### config.mk
export PLATFORM = sky130hd
export DESIGN_NAME = serial_tx_fifo
export DESIGN_NICKNAME = d
export VERILOG_FILES = /design/src/rtl/serial_tx_fifo.sv
export SDC_FILE = /design/constraint.sdc
export NUM_CORES = 2
export LEC_CHECK = 0
export BUFFER_PORTS_ARGS = -buffer_cell sky130_fd_sc_hd__buf_2
export CORE_MARGIN = 4
export CORE_UTILIZATION = 40
export CTS_CLUSTER_SIZE = 28
export DETAILED_ROUTE_END_ITERATION = 7
export REMOVE_ABC_BUFFERS = 1
export SETUP_SLACK_MARGIN = 0.02
export SLEW_MARGIN = 20
export SYNTH_ARGS = -nofsm -noshare
export SYNTH_HDL_FRONTEND = slang
export SYNTH_SLANG_ARGS = --single-unit
### constraint.sdc
create_clock -name clk -period 8.45 [get_ports clk]
set_input_delay 0.845 -clock clk [delete_from_list [all_inputs] [get_ports clk]]
set_output_delay 0.845 -clock clk [all_outputs]
set_load 0.1 [all_outputs]
### src/rtl/serial_tx_fifo.sv
// UART transmitter (8N1 / 8N2, LSB first) fed by a byte FIFO.
// TX and busy decode straight from the state register, so reset returns the line high at once.
module serial_tx_fifo #(
  parameter int CLK_IN    = 0,
  parameter int BAUD      = 0,
  parameter int DEPTH     = 512,
  parameter int STOP_BITS = 1
) (
  input  logic                     clk,
  input  logic                     rst_n,
  input  logic                     wr_en,
  input  logic [7:0]               din,
  output logic                     full,
  output logic                     empty,
  output logic [$clog2(DEPTH):0]   data_count,
  output logic                     overflow,
  output logic                     busy,
  output logic                     TX
);

  localparam int AW        = $clog2(DEPTH);
  // A zero BAUD must not break elaboration; a real instance always sets both rates.
  localparam int BAUD_SAFE = (BAUD > 0) ? BAUD : 1;
  localparam int DIV_RAW   = CLK_IN / BAUD_SAFE;
  localparam int BAUD_DIV  = (DIV_RAW < 2) ? 2 : DIV_RAW;
  localparam int STOP_LEN  = ((STOP_BITS == 2) ? 2 : 1) * BAUD_DIV;
  localparam int CW        = $clog2(STOP_LEN);

  localparam logic [CW-1:0] BIT_LAST  = CW'(BAUD_DIV - 1);
  localparam logic [CW-1:0] STOP_LAST = CW'(STOP_LEN - 1);
  localparam logic [AW:0]   FULL_CNT  = (AW + 1)'(DEPTH);

  typedef enum logic [1:0] {IDLE, START, DATA, STOP} state_t;

  state_t         state, state_next;
  logic [CW-1:0]  bit_cnt, bit_cnt_next;
  logic [2:0]     bit_idx, bit_idx_next;
  logic [7:0]     shift_reg, shift_next;
  logic           tx_next;

  logic [7:0]     mem [DEPTH];
  logic [AW-1:0]  wr_ptr, rd_ptr;
  logic [AW:0]    count_next;
  logic           push, pop;

  // A write while full is dropped; full wins even when a pop happens that cycle.
  assign push = wr_en && !full;

  always_comb begin
    count_next = data_count;
    case ({push, pop})
      2'b10:   count_next = data_count + (AW + 1)'(1);
      2'b01:   count_next = data_count - (AW + 1)'(1);
      default: count_next = data_count;
    endcase
  end

  always_ff @(posedge clk) begin
    if (push) mem[wr_ptr] <= din;
  end

  always_ff @(posedge clk or negedge rst_n) begin
    if (!rst_n) begin
      wr_ptr     <= '0;
      rd_ptr     <= '0;
      data_count <= '0;
      full       <= 1'b0;
      empty      <= 1'b1;
      overflow   <= 1'b0;
    end else begin
      if (push) wr_ptr <= wr_ptr + AW'(1);
      if (pop)  rd_ptr <= rd_ptr + AW'(1);
      data_count <= count_next;
      full       <= (count_next == FULL_CNT);
      empty      <= (count_next == '0);
      overflow   <= wr_en && full;
    end
  end

  always_ff @(posedge clk or negedge rst_n) begin
    if (!rst_n) begin
      state     <= IDLE;
      bit_cnt   <= '0;
      bit_idx   <= '0;
      shift_reg <= '0;
    end else begin
      state     <= state_next;
      bit_cnt   <= bit_cnt_next;
      bit_idx   <= bit_idx_next;
      shift_reg <= shift_next;
    end
  end

  // pop is only raised against the registered empty flag, so a byte written
  // into an empty FIFO is taken on the following cycle.
  always_comb begin
    state_next   = state;
    bit_cnt_next = bit_cnt + CW'(1);
    bit_idx_next = bit_idx;
    shift_next   = shift_reg;
    pop          = 1'b0;
    tx_next      = 1'b1;
    case (state)
      IDLE: begin
        bit_cnt_next = '0;
        if (!empty) begin
          pop        = 1'b1;
          shift_next = mem[rd_ptr];
          state_next = START;
        end
      end
      START: begin
        tx_next = 1'b0;
        if (bit_cnt == BIT_LAST) begin
          bit_cnt_next = '0;
          bit_idx_next = '0;
          state_next   = DATA;
        end
      end
      DATA: begin
        tx_next = shift_reg[0];
        if (bit_cnt == BIT_LAST) begin
          bit_cnt_next = '0;
          shift_next   = {1'b0, shift_reg[7:1]};
          bit_idx_next = bit_idx + 3'd1;
          if (bit_idx == 3'd7) state_next = STOP;
        end
      end
      STOP: begin
        tx_next = 1'b1;
        if (bit_cnt == STOP_LAST) begin
          bit_cnt_next = '0;
          if (!empty) begin
            pop        = 1'b1;
            shift_next = mem[rd_ptr];
            state_next = START;
          end else begin
            state_next = IDLE;
          end
        end
      end
      default: begin
        bit_cnt_next = '0;
        state_next   = IDLE;
      end
    endcase
  end

  assign TX   = tx_next;
  assign busy = (state != IDLE);

endmodule

== Yosys cells after proc, flatten, opt, wreduce, memory -nomap -nowiden ==
Memory sizes are Yosys's and may differ from the RTL's.
Cells that the tools add are included.

* Add/subtract/negate cells: 6
* Eq/ne operators: 12
* Muxes and demuxes: 23
* Reduce and logical (&&, ||, !) cells: 12

{| class="wikitable"
|+ Operators with widths
! operator !! count
|-
| $mux 8 || 3
|-
| $pmux 8 s3 || 1
|-
| $pmux 10 s2 || 1
|-
| $add 9x1->9 const B || 2
|-
| $add 10x1->10 const B || 1
|-
| $eq 10x10->1 const B || 1
|-
| $logic_not 10->1 || 1
|-
| $mux 2 || 5
|-
| $ne 2x2->1 const B || 5
|-
| $sub 10x1->10 const B || 1
|-
| $pmux 2 s4 || 1
|-
| $eq 2x2->1 const B || 3
|-
| $mux 1 || 6
|-
| $mux 3 || 2
|-
| $pmux 1 s2 || 3
|-
| $pmux 3 s2 || 1
|-
| $reduce_and 3->1 || 2
|-
| $reduce_and 5->1 || 1
|-
| $eq 2x1->1 const B || 2
|-
| $reduce_bool 2->1 || 2
|-
| $add 3x1->3 const B || 1
|-
| $eq 3x3->1 const B || 1
|-
| $reduce_bool 3->1 || 1
|-
| $reduce_or 3->1 || 1
|-
| other kinds (4) || 5
|}

* RAM bits: 4096
* Logic and storage cells: 64
* Memories: 1
* Bits of input ports: 11
* Bits in registers: 45
* Output and inout port bits: 15

{| class="wikitable"
|+ Memories
! memory !! depth !! bits a word !! read ports !! clocked after Yosys merged registers in !! wr ports !! line !! RTL
|-
| mem || 512 || 8 || 1 || 0 || 1 || 41 || <nowiki>logic [7:0] mem [DEPTH];</nowiki>
|}

== Depth between registers and ports, before layout ==
* Depth after elaboration: 6
* Mapped depth: 15
* Gate-level depth less buffers: 14

== Worst setup path before layout ==
No wires, ideal clock.

* Kind: register to register
* Start point: reg full
* End point: reg full
* Buffers on the path: 1
* Cell stages (with the launch flop): 14
* Data required time: 8.381 ns
* Slack: 4.700 ns
* Library setup time: 0.069 ns
* Data arrival time: 3.681 ns
* Path through: dfrtp_1 nor2b_1 buf_6 inv_1 nand3_1 xnor2_1 ha_1 a21oi_1 xnor2_1 a21boi_0 or4b_1 or4_1 or4_4 nor2b_2

* Word-level cells in the longest chain between the ends: 5

{| class="wikitable"
|+ Ends and longest elaborated chain
! what !! line !! RTL
|-
| start: declaration || 13 || <nowiki>output logic full,</nowiki>
|-
| start signal: assignment || 74 || <nowiki>full <= (count_next == FULL_CNT);</nowiki>
|-
| $logic_not 1->1 * || 47 || <nowiki>assign push = wr_en && !full;</nowiki>
|-
| $logic_and 1x1->1 * || 47 ||
|-
| $eq 2x1->1 / $eq 2x2->1 (equally long branches) || 51 || <nowiki>case ({push, pop})</nowiki>
|-
| $pmux 10 s2 * || 51 ||
|-
| $eq 10x10->1 * || 74 ||
|}

Mark *: on every way between the ends. The rest lies on a longest branch, timed or not.
A chain may end at the register's enable or synchronous reset.

== Worst setup path after layout ==
* Start point: reg rd_ptr[1]
* End point: reg shift_reg[2]

* Word-level cells in the longest chain between the ends: 4

{| class="wikitable"
|+ Ends and longest elaborated chain
! what !! line !! RTL
|-
| start: declaration || 42 || <nowiki>logic [AW-1:0] wr_ptr, rd_ptr;</nowiki>
|-
| start signal: assignment || 72 || <nowiki>if (pop) rd_ptr <= rd_ptr + AW'(1);</nowiki>
|-
| $mem_v2 512x8 * || - ||
|-
| $mux 8 * || 106, 133 ||
|-
| $mux 8 || 131 || <nowiki>if (bit_cnt == STOP_LAST) begin</nowiki>
|-
| $pmux 8 s3 * || 103 || <nowiki>case (state)</nowiki>
|-
| end signal: assignment || 90 || <nowiki>shift_reg <= shift_next;</nowiki>
|-
| end: declaration || 38 || <nowiki>logic [7:0] shift_reg, shift_next;</nowiki>
|}

Mark *: on every way between the ends. The rest lies on a longest branch, timed or not. The select of a mux whose other input is x is not followed.

==> flow_summary.yaml <==
hold_path:
  hold_end: "overflow"
  hp-class: "input pin to flop"
  hp-start: "wr_en"
  hold_depth: 2
sta:
  setup_viol: 0
  setup_ws_ps: 3180
  period_needed_ps: 5270
  maxSlewViolCount: 0
  tightest_slew_ps: 1230
  period_share: 0.623
  fmaxAchievable_ghz: 0.190
  rsz0062_at_grt: "false"
  finalHoldWorstSlack_ps: 130
  hold_viol: 0
  slew-limit-headroom: 0.180
  fin_skew_ps: 47.9
floorplan:
  pin_count: 26
  start_util: 0.403
  coreArea_um2: 401000
  std_cell_rows: 232
  die_y_um: 643
  die-area_um2: 414000
  die_width_um: 643
critical_path:
  crit_chain: "buf_4 > buf_4 > mux4_2 > mux4_2 > mux2_2 > a2bb2oi_1 > o311a_1 > a211oi_1"
  crit_required_ps: 9260
  end_kind: "flop"
  regToRegEndpoint: "shift_reg[2]"
  max_stage_delay_ps: 980
  regToRegStartpoint: "rd_ptr[1]"
  cp_top_family: "buffers and inverters"
  reg2reg_depth: 8
  critPathArrivalTime_ps: 6070
  cp.depth: 8
  critPathMaxFanout: 58
  slowest_stage: "dfrtp_4"
  worstSetupStartpointType: "flop"
  cp_num_buf_inv: 2
  critical_path_class: "flop to flop"
  regToRegSetupSlack_ps: 3180
global_routing:
  grt-busiest-layer: "met2"
  grt_antenna_before_repair: 17
  grt_use_total: 0.213
  met1_usage: 0.297
  grt_pass1_wl_um: 634000
  grt-ovfl-total: 0
  use_met3: 0.0387
  grt_pass1_vias: 80800
  grt_max_degree: 214
  grt_use_met2: 0.340
synth:
  syn-instance-count: 7604
  synth_cell_types: 77
  yosysTopAreaCell: "edfxtp_1"
  synth_edf_count: 4096
  synth_top_area_frac: 0.762
  netlist_area_um2: 161000
  yosys_warnings: 0
  synth.avg_cell_area_um2: 21.2
  synth-main-ff-cell: "edfxtp_1"
  seq_area_frac_synth: 0.769
  synth_area_leaders: "edfxtp_1, mux4_2, mux2i_1"
  synth-seq-cells: 4141
  async_reset_ff_frac: 0.0109
cts:
  clock_sinks: 4141
  hold_buffers: 1
  cts_tree: "built"
  cts_made_buffers: 417
  post_cts_buffers: 0
  clk_latency_ps: 970
  ctsResizeCount: 0
  clk_pin_slew_ps: 70
  cts_root_buffer: "clkbuf_16"
  htreeDepth: 5
  clock_path_buffers: 4
layout:
  areaGrowthSynthToFinish_pct: 12.3
  largest_register: "mem"
  final_cell_count_no_fill: 13400
  largest_reg_flops: 4096
  final_util: 0.452
  largest_registers: "mem x4096, data_count x10"
  drive_gt1_frac: 0.227
  stdcell_area_um2: 181000
  fin_nets: 7760
routing:
  first_pass_iters: 8
  totalWireLength_um: 451000
  drt-wirelength-per-cell_um: 33.8
  drt_iter0_drc: 10900
  drc: 3
  drtAntennaViolNets: 0
  viasPerCell: 6.06
  vias: 80900
outcome:
  violations: "DRC"
  status: "finished, violations left"
placed_design:
  dp_hpwl_um: 262000
  portBuffers: 25
  place_area_um2: 167000
  placed_cells: 12600
  pre_cts_slack_ps: 3180
  place.gp.congestion: 0.832
pwr:
  irDropWorstVdd_mv: 0.283
  leakage_uw: 0.0558
  powerDensity_nw_per_um2: 322
run:
  max-cap-violations: 0
cells in the mapped netlist, types with 53 or more instances:
library cell and number:
nand2_1 157, buf_2 138, a221oi_1 76, buf_6 54, clkbuf_1 188, edfxtp_1 4096
buf_4 61, o221ai_1 53, o21ai_0 112, mux2i_1 350, a22oi_1 89, nor2_1 570
mux4_2 973, a21oi_1 151
through the flow:
step | TNS [ps] | power, uW
detailed placement | 0 | 40200
CTS | 0 | 58600
global placement | 0 | 40200
finish | 0 | 58300
floorplan | -573410 | 33500
global route | 0 | 60000
layout make-up:
type	instances	area, um2
Clock buffer	492	10800
Multi-Input combinational cell	2964	34800
Inverter	21	87.6
Clock inverter	271	2810
Tap cell	5265	6590
Antenna cell	9	22.5
Fill cell	33200	219000
Timing Repair Buffer	189	1920
Sequential cell	4141	124000
placed cells by master, fill, tap and decap left out, types with 10 or more instances in the layout:
| cell type | synthesis | routed |
|---|---|---|
| a211oi_1 | 32 | 32 |
| a21oi_1 | 151 | 151 |
| a221oi_1 | 76 | 76 |
| a22o_1 | 15 | 15 |
| a22oi_1 | 89 | 89 |
| a31oi_1 | 26 | 26 |
| and2_1 | 12 | 10 |
| buf_12 | 2 | 35 |
| buf_2 | 138 | 17 |
| buf_4 | 61 | 125 |
| bufinv_16 | 0 | 47 |
| clkbuf_1 | 188 | 70 |
| clkbuf_16 | 0 | 422 |
| clkinv_1 | 2 | 102 |
| clkinv_2 | 0 | 72 |
| clkinvlp_4 | 0 | 24 |
| dfrtp_1 | 44 | 37 |
| edfxtp_1 | 4096 | 4096 |
| ha_1 | 15 | 15 |
| inv_1 | 17 | 16 |
| mux2_2 | 19 | 19 |
| mux2i_1 | 350 | 350 |
| mux4_2 | 973 | 973 |
| nand2_1 | 157 | 141 |
| nand2_4 | 0 | 12 |
| nand3_1 | 28 | 26 |
| nand4_1 | 10 | 10 |
| nor2_1 | 570 | 561 |
| nor2b_1 | 24 | 17 |
| nor3_1 | 30 | 29 |
| o211ai_1 | 20 | 20 |
| o21ai_0 | 112 | 112 |
| o221ai_1 | 53 | 53 |
| o22ai_1 | 48 | 48 |
| xnor2_1 | 19 | 19 |
kinds of logic after synthesis:
group           Yosys count  share of synthesized area
buf+inv                 499                     0.0171
compound gates          686                     0.0289
xor+xnor                 26                    0.00141
simple gates            895                     0.0234
fa+ha+maj                15                    0.00116
mux                    1342                      0.159
flops                  4141                      0.769
routing by layer:
layer / wire length, um / up-vias
met4: 16200 / 0
met5: 0 / -
met1: 178000 / 43700
li1: - / 32100
met2: 216000 / 4305
met3: 40600 / 748
where the power goes:
| part | switching [uW] | total [uW] | internal, uW |
|---|---|---|---|
| sequential | 390 | 23100 | 22800 |
| combinational | 10300 | 16700 | 6340 |
| clock | 7920 | 18500 | 10600 |
worst max-delay path by stage:
stage	slack, ps	from	end
3_5_place_dp	3180	rd_ptr[1]	shift_reg[3]
2_1_floorplan	-38640	rd_ptr[0]	shift_reg[0]
5_1_grt	3150	rd_ptr[1]	shift_reg[3]
3_3_place_gp	3150	rd_ptr[1]	shift_reg[3]
6_report	3180	rd_ptr[1]	shift_reg[2]
4_1_cts	3130	rd_ptr[1]	shift_reg[3]
Power figures use the tool's default switching activity.
